**config.mk**
```make
export PLATFORM = sky130hd
export DESIGN_NAME = vga_fetch_sched
export DESIGN_NICKNAME = d
export VERILOG_FILES = /design/src/rtl/vga_fetch_sched.sv
export SDC_FILE = /design/constraint.sdc
export NUM_CORES = 1
export LEC_CHECK = 0
export CAP_MARGIN = 10
export CORE_MARGIN = 4
export CORE_UTILIZATION = 53
export CTS_CLUSTER_SIZE = 16
export DETAILED_ROUTE_END_ITERATION = 8
export PLACE_DENSITY = 0.81
export SYNTH_ARGS = -nofsm -noshare
export SYNTH_HDL_FRONTEND = slang
export SYNTH_SLANG_ARGS = --single-unit
```
**constraint.sdc**
```tcl
create_clock -name clk -period 3.7 [get_ports clk]
set_input_delay 0.74 -clock clk [delete_from_list [all_inputs] [get_ports clk]]
set_output_delay 0.74 -clock clk [all_outputs]
set_load 0.005 [all_outputs]
```
**src/rtl/vga_fetch_sched.sv**
```systemverilog
// VGA timing generator and single-port VRAM scheduler: 8-clock slot map, writes in seq 1-3, video reads in seq 5-7.
// Outputs registered and aligned with the hCount they describe; a held wrReq waits for the next seq 1 (wrAck after 3-10 clocks).
module vga_fetch_sched #(
    parameter int H_ACTIVE = 640,
    parameter int H_FP     = 16,
    parameter int H_SYNC   = 96,
    parameter int H_BP     = 48,
    parameter int V_ACTIVE = 480,
    parameter int V_FP     = 10,
    parameter int V_SYNC   = 2,
    parameter int V_BP     = 33,
    parameter int FB_X0    = 64,
    parameter int FB_Y0    = 69,
    parameter int FB_BYTES = 64,
    parameter int FB_LINES = 342
) (
    input  logic        clk,
    input  logic        nReset,
    input  logic        wrReq,
    input  logic [14:0] wrAddr,
    input  logic [7:0]  wrData,
    output logic        wrAck,
    output logic [14:0] ramAddr,
    output logic [7:0]  ramDqOut,
    output logic        ramDqOe,
    input  logic [7:0]  ramDqIn,
    output logic        nRamCE,
    output logic        nRamOE,
    output logic        nRamWE,
    output logic [7:0]  parOut,
    output logic [2:0]  seq,
    output logic        vidActive,
    output logic        nHSync,
    output logic        nVSync
);

    localparam int          H_TOTAL      = H_ACTIVE + H_FP + H_SYNC + H_BP;
    localparam int          V_TOTAL      = V_ACTIVE + V_FP + V_SYNC + V_BP;
    localparam logic [9:0]  H_LAST       = 10'(H_TOTAL - 1);
    localparam logic [9:0]  V_LAST       = 10'(V_TOTAL - 1);
    localparam logic [9:0]  H_ACT        = 10'(H_ACTIVE);
    localparam logic [9:0]  V_ACT        = 10'(V_ACTIVE);
    localparam logic [9:0]  HS_BEG       = 10'(H_ACTIVE + H_FP);
    localparam logic [9:0]  HS_END       = 10'(H_ACTIVE + H_FP + H_SYNC);
    localparam logic [9:0]  VS_BEG       = 10'(V_ACTIVE + V_FP);
    localparam logic [9:0]  VS_END       = 10'(V_ACTIVE + V_FP + V_SYNC);
    localparam logic [9:0]  FB_Y_BEG     = 10'(FB_Y0);
    localparam logic [9:0]  FB_Y_END     = 10'(FB_Y0 + FB_LINES);
    localparam logic [6:0]  G_FIRST      = 7'(FB_X0 / 8 - 1);
    localparam logic [6:0]  G_LAST       = 7'(FB_X0 / 8 + FB_BYTES - 2);
    localparam logic [9:0]  H_LAST_FETCH = 10'((FB_X0 / 8 + FB_BYTES - 2) * 8 + 7);
    localparam logic [14:0] LINE_STEP    = 15'(FB_BYTES);

    typedef enum logic [1:0] {WR_IDLE, WR_SETUP, WR_STROBE, WR_HOLD} wr_state_t;

    logic [9:0]  r_hcnt, r_vcnt;
    logic [14:0] r_line_base;
    wr_state_t   r_state;
    logic        r_vid, r_hs_n, r_vs_n, r_ce_n, r_oe_n, r_we_n, r_dq_oe, r_ack;
    logic [14:0] r_addr;
    logic [7:0]  r_dq_out, r_par;

    logic [9:0]  w_h_nxt, w_v_nxt;
    logic [2:0]  w_seq_nxt;
    logic [6:0]  w_grp_nxt, w_grp_off;
    logic        w_fetch_nxt, w_rd_nxt, w_wr_busy;
    logic [14:0] w_rd_addr, w_addr_nxt;
    logic [7:0]  w_dq_out_nxt, w_par_nxt;
    wr_state_t   w_state_nxt;

    always_comb begin
        w_h_nxt = r_hcnt + 10'd1;
        w_v_nxt = r_vcnt;
        if (r_hcnt == H_LAST) begin
            w_h_nxt = '0;
            w_v_nxt = (r_vcnt == V_LAST) ? 10'd0 : r_vcnt + 10'd1;
        end
    end

    // Everything below looks one clock ahead so registered outputs line up with the counter.
    assign w_seq_nxt   = w_h_nxt[2:0];
    assign w_grp_nxt   = w_h_nxt[9:3];
    assign w_fetch_nxt = (w_v_nxt >= FB_Y_BEG) && (w_v_nxt < FB_Y_END) &&
                         (w_grp_nxt >= G_FIRST) && (w_grp_nxt <= G_LAST);
    assign w_rd_nxt    = w_fetch_nxt && (w_seq_nxt >= 3'd5);
    assign w_grp_off   = w_grp_nxt - G_FIRST;
    assign w_rd_addr   = r_line_base + {8'd0, w_grp_off};

    always_ff @(posedge clk or negedge nReset) begin
        if (!nReset) begin
            r_hcnt      <= '0;
            r_vcnt      <= '0;
            r_line_base <= '0;
        end else begin
            r_hcnt <= w_h_nxt;
            r_vcnt <= w_v_nxt;
            if (r_hcnt == H_LAST && r_vcnt == V_LAST)
                r_line_base <= '0;
            else if (r_hcnt == H_LAST_FETCH && r_vcnt >= FB_Y_BEG && r_vcnt < FB_Y_END)
                r_line_base <= r_line_base + LINE_STEP;
        end
    end

    always_ff @(posedge clk or negedge nReset) begin
        if (!nReset) r_state <= WR_IDLE;
        else         r_state <= w_state_nxt;
    end

    always_comb begin
        w_state_nxt = r_state;
        case (r_state)
            WR_IDLE:   if (w_seq_nxt == 3'd1 && wrReq) w_state_nxt = WR_SETUP;
            WR_SETUP:  w_state_nxt = WR_STROBE;
            WR_STROBE: w_state_nxt = WR_HOLD;
            WR_HOLD:   w_state_nxt = WR_IDLE;
            default:   w_state_nxt = WR_IDLE;
        endcase
    end

    always_comb begin
        w_wr_busy    = (w_state_nxt != WR_IDLE);
        w_addr_nxt   = r_addr;
        w_dq_out_nxt = r_dq_out;
        if (w_state_nxt == WR_SETUP) begin
            w_addr_nxt   = wrAddr;
            w_dq_out_nxt = wrData;
        end else if (w_rd_nxt) begin
            w_addr_nxt = w_rd_addr;
        end
        // Capture at the end of each read cycle; non-fetch groups shift out black.
        w_par_nxt = r_par;
        if (!r_oe_n)
            w_par_nxt = ramDqIn;
        else if (w_seq_nxt == 3'd5 && !w_fetch_nxt)
            w_par_nxt = 8'h00;
    end

    always_ff @(posedge clk or negedge nReset) begin
        if (!nReset) begin
            r_vid    <= 1'b0;
            r_hs_n   <= 1'b1;
            r_vs_n   <= 1'b1;
            r_ce_n   <= 1'b1;
            r_oe_n   <= 1'b1;
            r_we_n   <= 1'b1;
            r_dq_oe  <= 1'b0;
            r_ack    <= 1'b0;
            r_addr   <= '0;
            r_dq_out <= '0;
            r_par    <= '0;
        end else begin
            r_vid    <= (w_v_nxt < V_ACT) && (w_h_nxt < H_ACT);
            r_hs_n   <= !((w_h_nxt >= HS_BEG) && (w_h_nxt < HS_END));
            r_vs_n   <= !((w_v_nxt >= VS_BEG) && (w_v_nxt < VS_END));
            r_ce_n   <= !(w_rd_nxt || w_wr_busy);
            r_oe_n   <= !w_rd_nxt;
            r_we_n   <= (w_state_nxt != WR_STROBE);
            r_dq_oe  <= w_wr_busy;
            r_ack    <= (w_state_nxt == WR_HOLD);
            r_addr   <= w_addr_nxt;
            r_dq_out <= w_dq_out_nxt;
            r_par    <= w_par_nxt;
        end
    end

    assign seq       = r_hcnt[2:0];
    assign vidActive = r_vid;
    assign nHSync    = r_hs_n;
    assign nVSync    = r_vs_n;
    assign nRamCE    = r_ce_n;
    assign nRamOE    = r_oe_n;
    assign nRamWE    = r_we_n;
    assign ramDqOe   = r_dq_oe;
    assign wrAck     = r_ack;
    assign ramAddr   = r_addr;
    assign ramDqOut  = r_dq_out;
    assign parOut    = r_par;

endmodule

```
Word level (Yosys, flattened, before mapping). Index checks and enable logic that the tools add are counted.

Flip-flop bits (word level): 76. Bits of input ports: 34. Output and inout bits: 42. Word-level logic and storage cells: 78.

$add $sub $neg: 5. Magnitude comparators: 13. Eq/ne operators: 12. Muxes and demuxes: 11. Reduce and logical (&&, ||, !) cells: 22.

Operators by type and width (number): $mux W15 (4); $lt A10 B9 Y1 const B (4); $eq A10 B10 Y1 const B (3); $mux W10 (3); $add A10 B1 Y10 const B (2); $ge A10 B7 Y1 const B (2); $lt A10 B10 Y1 const B (2); $mux W8 (2); $add A15 B7 Y15 (1); $add A15 B7 Y15 const B (1); $logic_and A1 B1 Y1 (12); $ge A10 B10 Y1 const B (1); $ge A10 B9 Y1 const B (1); $pmux W2 S4 (1); $ge A7 B3 Y1 const B (1); $le A7 B7 Y1 const B (1); $sub A7 B3 Y7 const B (1); $eq A2 B2 Y1 const B (3); $reduce_bool A2 Y1 (3); $logic_not A1 Y1 (5); $eq A2 B1 Y1 const B (2); $eq A3 B1 Y1 const B (1); $eq A3 B3 Y1 const B (1); $ge A3 B3 Y1 const B (1); 5 further kinds (5).

Longest topological paths before layout. Gate-level depths: netlist of run 1.

Word-level depth: 11. Mapped depth: 17. Depth with buffers taken out: 14.

Worst setup path before layout of run 1. No wires, ideal clock.

Kind: register -> register. Start point: register r_hcnt[6]. End point: register r_addr[5], in the netlist ramAddr[5]. Library setup time: 0.137 ns. Arrival time: 3.118 ns. Data required time: 3.563 ns. Setup slack: 0.445 ns. Cell stages (with the launch flop): 16. Buffers on the path: 5. Period minus slack after synthesis: 3.255 ns. Path through: dfrtp_1 > buf_6 > or4b_4 > nor3_4 > buf_6 > or2_2 > inv_1 > ha_1 > clkbuf_1 > a2111o_1 > a32oi_1 > nor4_2 > buf_6 > buf_12 > mux2i_1 > a21oi_1.

Elaborated cells between the ends (all ways): 23. Classes of those cells: 3 x add/sub; 5 x order compare; 3 x eq/ne; 6 x mux; 6 x reduce/logical.

RTL lines: start, declared (line 56) `logic [9:0] r_hcnt, r_vcnt;`; start signal, assigned (line 95) `r_hcnt <= w_h_nxt;`; $eq A10 B10 Y1 * (line 74) `if (r_hcnt == H_LAST) begin`; $mux W10 * (line 74); net w_h_nxt[3] (line 63) `logic [9:0] w_h_nxt, w_v_nxt;`; parallel branches: the longest is 5 deep, another holds $add A15 B7 Y15; end signal, assigned (line 160) `r_addr <= w_addr_nxt;`; end, declared (line 60) `logic [14:0] r_addr;`.

Mark *: on every way through the listed nets, which the timed path passes. The select of a mux whose other input is x is not followed. A chain may end at the register's enable or synchronous reset.

Final worst setup path of run 1.
Start point: register r_hcnt[6]. End point: register r_addr[1], in the netlist ramAddr[1].

Same word-level chain as after synthesis.

==> tab_implementation.tex, run 1 <==
\begin{tabular}{lr}
\hline
Metric & Value \\
\hline
\multicolumn{2}{l}{\textbf{Power and ir drop}} \\
Total power of the final layout & approximately 2.5 mW \\
Pleak & 2.13 nW \\
Largest voltage drop on the vdd net & roughly 0.40 mV \\
Power density over cell area & 475 mW/mm² \\
\multicolumn{2}{l}{\textbf{Clock tree}} \\
Resized cells post-CTS & 0 \\
Maximum clock insertion buffer count & 2 \\
TritonCTS Buffers & 9 \\
Clock Tree Root & clkbuf\_8 \\
Clock Latency Late Sink & 350 ps \\
Hold buffer count at cts & 0 \\
TritonCTS clock tree & done \\
Clock-pin transition on the worst setup and hold timing paths & $\sim$80 ps \\
Number of setup buffers added after CTS & 0 \\
Htree depth & 3 \\
Count of clock tree sinks & 70 \\
\multicolumn{2}{l}{\textbf{Detailed routing}} \\
DR vias/cell & about 5.9 \\
Routed wire length & between 10000 and 15000 µm \\
DR vias & around 3.7k \\
Drt first pass iters & 5 \\
Detail-routed net length per standard cell & 17.0 µm \\
Count of routing violations after the opening detailed-route iteration & roughly 270 \\
Remaining design rule violation count & 0 \\
Remaining antenna violation count & 0 \\
\multicolumn{2}{l}{\textbf{Placed design}} \\
DP HPWL & approximately 7800 µm \\
Count of buffers from port buffering & 75 \\
Weighted congestion at the end of routability-driven global placement & 1.00 \\
\multicolumn{2}{l}{\textbf{Synthesis}} \\
Count of mapped cells out of synthesis & between 400 and 500 \\
Unique masters post-synth & 70 \\
Mean instance size in the synthesized netlist & between 9 and 10 µm² \\
Share of synthesized flip-flops with an asynchronous set or reset & 100\% \\
Commonest cells post-synth & dfrtp\_1, nand2\_1, nor2\_1 \\
Post-synthesis cell area & roughly 0.0042 mm² \\
Number of enable-type register cells in the synthesized netlist & 0 \\
Main area contributors after synthesis & dfrtp\_1, nand2\_1, ha\_1 \\
Top cell type's share of synthesized area & between 30\% and 40\% \\
Flops \& latches, synth & 70 \\
Number of nets produced by synthesis & 499 \\
Yosys warning count & 0 \\
Seq/Total Area, Yosys & a little over two fifths \\
Top flip-flop cell by instance count after synthesis & dfrtp\_1 \\
Post-synthesis cell type with the largest combined area & dfrtp\_1 \\
Dominant cell by count in the synthesized netlist & dfrtp\_1 \\
\multicolumn{2}{l}{\textbf{Setup path}} \\
Type of the worst setup path & flip-flop to flip-flop \\
Endpoint required time on the critical path & 3900 ps \\
Worst Path Arrival & between 3000 and 4000 ps \\
Reg-to-reg startpoint & r\_hcnt[6]\$\_DFF\_PN0\_ \\
Worst setup startpoint & r\_hcnt[6]\$\_DFF\_PN0\_ \\
Critical path fanouts, max & 15 \\
Crit path max-delay cell type & or4b\_4 \\
Ordered cell list for the critical path & or4b\_4, nor3\_4, or2\_2, inv\_1, ha\_1, a2111o\_1, a32oi\_1, nor4\_4, buf\_4, mux2i\_1, o21ai\_0 \\
Maximum single-stage delay on the critical path & around 630 ps \\
Type of origin of the critical path & flip-flop \\
Crit end category & flip-flop \\
\multicolumn{2}{l}{\textbf{STA}} \\
Post-route minimum period & $\sim$3400 ps \\
Hold Violations, Final & 0 \\
Relative slew slack & between 40 and 50\% \\
Max frequency & 296 MHz \\
Clock tree skew after final layout & around 9.6 ps \\
Setup repair after global routing missed its margin & false \\
Transition time at the pin with the least slew margin & around 770 ps \\
Final setup violation count & 0 \\
Max Slew Vio Count & 0 \\
Fraction of the cycle the final worst path needs & between 90 and 100\% \\
Setup Total Neg Slack & 0 ps \\
\multicolumn{2}{l}{\textbf{Global routing}} \\
Overall track demand over capacity in global routing & roughly a quarter \\
Vias in the first global route & between 3k and 4k \\
Number of antenna violations at the first check in global routing & 0 \\
Global-route wire length before repair & about 18000 µm \\
Total congestion overflow & 0 \\
Largest net degree at the start of global routing & 34 \\
\multicolumn{2}{l}{\textbf{Die}} \\
Number of rows in the core area & 32 \\
Standard cell core area & 0.00773 mm² \\
Horizontal die dimension & $\sim$97 µm \\
DIE HEIGHT & roughly 97 µm \\
Die area & between 0.009 and 0.01 mm² \\
Initial Utilization & 54.3\% \\
Boundary pin count & 76 \\
\multicolumn{2}{l}{\textbf{Run status}} \\
Outcome & finished, final reports clean \\
\multicolumn{2}{l}{\textbf{Finish}} \\
Relative area change from synthesis to final layout & 24.4\% \\
Filler cell count & $\sim$590 \\
Layout cell share with drive strength beyond 1 & 10.8\% \\
Final \#Nets & 571 \\
Ant. Diodes & 0 \\
\multicolumn{2}{l}{\textbf{Min path}} \\
Min-Delay Path Class & input port to async pin \\
\multicolumn{2}{l}{\textbf{Run}} \\
MaxCap Viol Count & 0 \\
\hline
\end{tabular}
-- power by group --
part	total [mW]	internal, mW	switching [mW]	leakage, nW
Combinational	0.836	0.451	0.386	1.15
Clock	0.629	0.315	0.314	0.0891
Sequential	1.01	0.936	0.0785	0.893
-- critical path: cells and delay by family (launching register included) --
family / cells / cell delay, ps
DFF: 1 / 510
adders and majority gates: 1 / 300
AOI/OAI and AO/OA: 3 / 870
and+or+nand+nor: 4 / 1080
muxes: 1 / 180
buffers and inverters: 2 / 280
-- path summary, 6_finish.rpt --
kind	end	depth (start not counted)	slack, ps
setup / recovery	ramAddr[1]$_DFFE_PN0P_	11	320
hold / removal	r_state[1]$_DFF_PN0_	1	440
setup reg to reg	ramAddr[1]$_DFFE_PN0P_	11	320
hold reg to reg	ramDqOut[1]$_DFFE_PN0P_	2	480
max in group asynchronous	nVSync$_DFF_PN1_	2	2400
min in group clk	ramDqOut[1]$_DFFE_PN0P_	2	480
-- through the flow --
stage / setup WS (ps) / cell area (µm²) / instances / utilization [%] / hold slack (ps)
after floorplan: 445 / 4190 / 452 / - / 444
final: 320 / 5220 / 631 / 67.5 / 441
after global placement: 450 / 5020 / 615 / 64.9 / 458
after detailed placement: 373 / 5020 / 615 / 64.9 / 462
after global routing: 86.5 / 5220 / 631 / 67.5 / 490
after CTS: 357 / 5220 / 631 / 67.5 / 449
-- sequential cells by signal, summed over array words and instances (netlist names) --
name,cells
ramAddr,15
vidActive,1
nVSync,1
nRamWE,1
wrAck,1
ramDqOe,1
r_line_base,9
nRamOE,1
r_vcnt,10
nRamCE,1
ramDqOut,8
nHSync,1
r_state,2
parOut,8
r_hcnt,10
-- cell usage in the layout (no fill, tap or decap), types with 13 or more instances in the layout --
cell,netlist,layout
clkdlybuf4s50_1,0,74
dfrtp_1,65,65
nand2_1,63,63
nor2_1,33,33
o21ai_0,28,28
inv_1,23,23
nand3_1,17,17
xnor2_1,16,16
a21oi_1,15,15
ha_1,13,13
buf_4,3,13
-- kinds of logic (layout without fill, tap and decap cells) --
kind of cell             after synthesis  count (layout)  synth area share [%]
AND/OR/NAND/NOR                      172             172                  21.7
XOR/XNOR                              27              27                  5.64
other                                  1               1                0.0894
flip-flops                            70              70                  41.9
AO/OA/AOI/OAI                        104             104                  17.5
buffers and inverters                 51             128                  5.91
adder cells (fa/ha/maj)               13              13                  3.88
multiplexers                          14              14                  3.40
-- layer usage --
metal	track usage [%]	up-vias	share of wire (%)
li1	-	1739	-
met1	30.9	1770	42
met2	38.4	168	49
met4	7.56	0	2.1
met5	0	-	0
met3	5.70	22	7.0
-- cell type report --
| type | instances | area (µm²) | area share [%] |
|---|---|---|---|
| clock buffer | 10 | 128 | 2.45 |
| clock inverter | 6 | 70.1 | 1.34 |
| inverter | 24 | 90.1 | 1.73 |
| multi-input combinational | 331 | 2200 | 42.2 |
| sequential | 70 | 1760 | 33.7 |
| tap | 102 | 128 | 2.45 |
| timing repair buffer | 88 | 843 | 16.2 |
No activity file was read; power rests on OpenSTA's default activity.
==> run 2, diff against run 1 <==
--- a/config.mk
+++ b/config.mk
@@ -10,6 +10,7 @@
 export CORE_UTILIZATION = 53
 export CTS_CLUSTER_SIZE = 16
 export DETAILED_ROUTE_END_ITERATION = 8
+export GPL_ROUTABILITY_DRIVEN = 0
 export PLACE_DENSITY = 0.81
 export SYNTH_ARGS = -nofsm -noshare
 export SYNTH_HDL_FRONTEND = slang
==> tab_implementation.tex, run 2 (same netlist as run 1, synthesis figures left out) <==
\begin{tabular}{lr}
\hline
Metric & Value \\
\hline
\multicolumn{2}{l}{\textbf{Run status}} \\
Outcome & finished, final reports clean \\
\multicolumn{2}{l}{\textbf{Setup path}} \\
Type of the worst setup path & flip-flop to flip-flop \\
Worst Path Arrival & approximately 3500 ps \\
Worst setup startpoint & r\_vcnt[0]\$\_DFF\_PN0\_ \\
Crit path max-delay cell type & dfrtp\_1 \\
Maximum single-stage delay on the critical path & $\sim$470 ps \\
Reg-to-reg startpoint & r\_vcnt[0]\$\_DFF\_PN0\_ \\
Endpoint required time on the critical path & between 3000 and 4000 ps \\
Register-to-Register Path Depth & 11 \\
Ordered cell list for the critical path & inv\_1, ha\_1, or4b\_4, nor4\_4, or3\_1, a32oi\_1, o311a\_1, nor4\_4, buf\_4, mux2i\_1, o21ai\_0 \\
Crit end category & flip-flop \\
Crit Reg-Reg Endpoint & ramAddr[7]\$\_DFFE\_PN0P\_ \\
Type of origin of the critical path & flip-flop \\
Crit path top cell by count & nor4\_4 \\
Capture point of the worst path & ramAddr[7]\$\_DFFE\_PN0P\_ \\
Register-to-register setup slack & 400 ps \\
Critical path fanouts, max & 10 \\
\multicolumn{2}{l}{\textbf{Global routing}} \\
Vias in the first global route & between 3k and 4k \\
Global-route wire length before repair & about 17000 µm \\
Overall track demand over capacity in global routing & between 20\% and 30\% \\
Largest net degree at the start of global routing & slightly above 70 \\
Total congestion overflow & 0 \\
Number of antenna violations at the first check in global routing & 0 \\
\multicolumn{2}{l}{\textbf{Detailed routing}} \\
Count of routing violations after the opening detailed-route iteration & 322 \\
Detail-routed net length per standard cell & 15.9 µm \\
Routed wire length & around 10000 µm \\
DR vias/cell & approximately 5.8 \\
DR vias & 3653 \\
Remaining antenna violation count & 0 \\
Drt first pass iters & 5 \\
Remaining design rule violation count & 0 \\
\multicolumn{2}{l}{\textbf{Die}} \\
DIE HEIGHT & 96.9 µm \\
Die area & 0.00940 mm² \\
Standard cell core area & slightly below 0.008 mm² \\
Horizontal die dimension & 96.9 µm \\
Number of rows in the core area & 32 \\
Boundary pin count & 76 \\
Initial Utilization & between 50\% and 60\% \\
\multicolumn{2}{l}{\textbf{STA}} \\
Max Slew Vio Count & 0 \\
Final setup violation count & 0 \\
Transition time at the pin with the least slew margin & $\sim$860 ps \\
Hold Violations, Final & 0 \\
Fraction of the cycle the final worst path needs & approximately nine tenths \\
Setup Total Neg Slack & 0 ps \\
Max frequency & $\sim$300 MHz \\
Relative slew slack & 42.4\% \\
Post-route minimum period & 3300 ps \\
Clock tree skew after final layout & approximately 11 ps \\
Worst path setup slack after routing & 403 ps \\
Setup repair after global routing missed its margin & false \\
\multicolumn{2}{l}{\textbf{Clock tree}} \\
TritonCTS Buffers & 9 \\
Maximum clock insertion buffer count & 2 \\
Count of clock tree sinks & 70 \\
Clock Latency Late Sink & about 360 ps \\
Htree depth & 3 \\
TritonCTS clock tree & done \\
Resized cells post-CTS & 0 \\
Hold buffer count at cts & 0 \\
Clock Tree Root & clkbuf\_8 \\
Clock-pin transition on the worst setup and hold timing paths & 80 ps \\
Number of setup buffers added after CTS & 0 \\
\multicolumn{2}{l}{\textbf{Finish}} \\
Non-filler instance count after layout & between 600 and 700 \\
Final \#Nets & around 570 \\
Core utilization of the finished layout & just under 70\% \\
Register Area & approximately 0.0018 mm² \\
Final design instance area without fill & 0.00522 mm² \\
Filler cell count & slightly below 600 \\
Relative area change from synthesis to final layout & 24.6\% \\
Layout cell share with drive strength beyond 1 & 10.4\% \\
Multi-input gate area in the final layout & between 0.002 and 0.0025 mm² \\
Number of flip-flops under the largest register name & 15 \\
Commonest non-fill, non-tap cell in the layout & clkdlybuf4s50\_1 \\
Most used cells in the layout excluding fill and tap cells & clkdlybuf4s50\_1, dfrtp\_1, nand2\_1 \\
Ant. Diodes & 0 \\
\multicolumn{2}{l}{\textbf{Power and ir drop}} \\
Power density over cell area & $\sim$480 mW/mm² \\
Largest voltage drop on the vdd net & 0.408 mV \\
Pleak & $\sim$2.1 nW \\
\multicolumn{2}{l}{\textbf{Placed design}} \\
Count of buffers from port buffering & between 70 and 80 \\
Setup WS pre-CTS & around 430 ps \\
Number of placed instances, taps included & 613 \\
Placed instance area & between 0.005 and 0.006 mm² \\
DP HPWL & about 7000 µm \\
\multicolumn{2}{l}{\textbf{Run}} \\
MaxCap Viol Count & 0 \\
\multicolumn{2}{l}{\textbf{Min path}} \\
Min-Delay Path Class & flip-flop to flip-flop \\
\hline
\end{tabular}
-- run 2: cell types whose count changed in the layout (fill, tap and decap cells not counted) --
| cell | change |
|---|---|
| clkinv_4 | +1 |
| clkinvlp_4 | -2 |
| buf_4 | -2 |
| bufinv_16 | +1 |
-- run 2: layout make-up --
type | count | share of cell area [%]
Clock inverter | 6 | 1.80
Clock buffer | 10 | 2.44
Tap cell | 102 | 2.44
Sequential cell | 70 | 33.7
Timing Repair Buffer | 86 | 15.9
Inverter | 24 | 1.72
Multi-Input combinational cell | 331 | 42.1
-- run 2: power by group --
part | switching, mW | internal, mW | total [mW]
logic | 0.379 | 0.439 | 0.818
clock network | 0.305 | 0.384 | 0.689
registers | 0.0790 | 0.936 | 1.02
-- run 2: routing by layer --
layer / up-vias / wire (µm) / part of all wire [%] / track usage [%]
li1: 1744 / - / - / -
met1: 1730 / 4420 / 44 / 30.1
met2: 152 / 4550 / 46 / 33.5
met3: 27 / 767 / 7.7 / 5.41
met4: 0 / 242 / 2.4 / 9.94
met5: - / 0 / 0 / 0
-- run 2: critical path: cells and delay by family (launching register included) --
kind                       cells  cell delay, ps
and+or+nand+nor                4            1320
buffers and inverters          2             390
AOI/OAI and AO/OA              3             580
adders and majority gates      1             170
muxes                          1             210
DFF                            1             470
-- run 2: worst min-delay path by stage --
stage,start,to,slack (ps),depth (start not counted)
floorplan,nReset,parOut[0]$_DFFE_PN0P_,440,0
global placement,ramDqOut[6]$_DFFE_PN0P_,ramDqOut[6]$_DFFE_PN0P_,460,2
detailed placement,ramDqOut[1]$_DFFE_PN0P_,ramDqOut[1]$_DFFE_PN0P_,460,2
CTS,ramDqOut[1]$_DFFE_PN0P_,ramDqOut[1]$_DFFE_PN0P_,480,2
global route,parOut[3]$_DFFE_PN0P_,parOut[3]$_DFFE_PN0P_,510,1
finish,ramDqOut[1]$_DFFE_PN0P_,ramDqOut[1]$_DFFE_PN0P_,480,2
-- run 2: stage by stage --
stage / power (mW) / hold slack, ps
global placement: 1.82 / 458
floorplan: 1.42 / 444
finish: 2.52 / 478
global route: 2.67 / 508
detailed placement: 1.85 / 463
CTS: 2.55 / 482
==> run 3, diff against run 2 <==
--- a/config.mk
+++ b/config.mk
@@ -8,9 +8,11 @@
 export CAP_MARGIN = 10
 export CORE_MARGIN = 4
 export CORE_UTILIZATION = 53
+export CTS_CLUSTER_DIAMETER = 150
 export CTS_CLUSTER_SIZE = 16
 export DETAILED_ROUTE_END_ITERATION = 8
 export GPL_ROUTABILITY_DRIVEN = 0
+export GPL_TIMING_DRIVEN = 1
 export PLACE_DENSITY = 0.81
 export SYNTH_ARGS = -nofsm -noshare
 export SYNTH_HDL_FRONTEND = slang
==> results of run 3 <==
Final layout, timing and power as in run 2 (identical DEF).
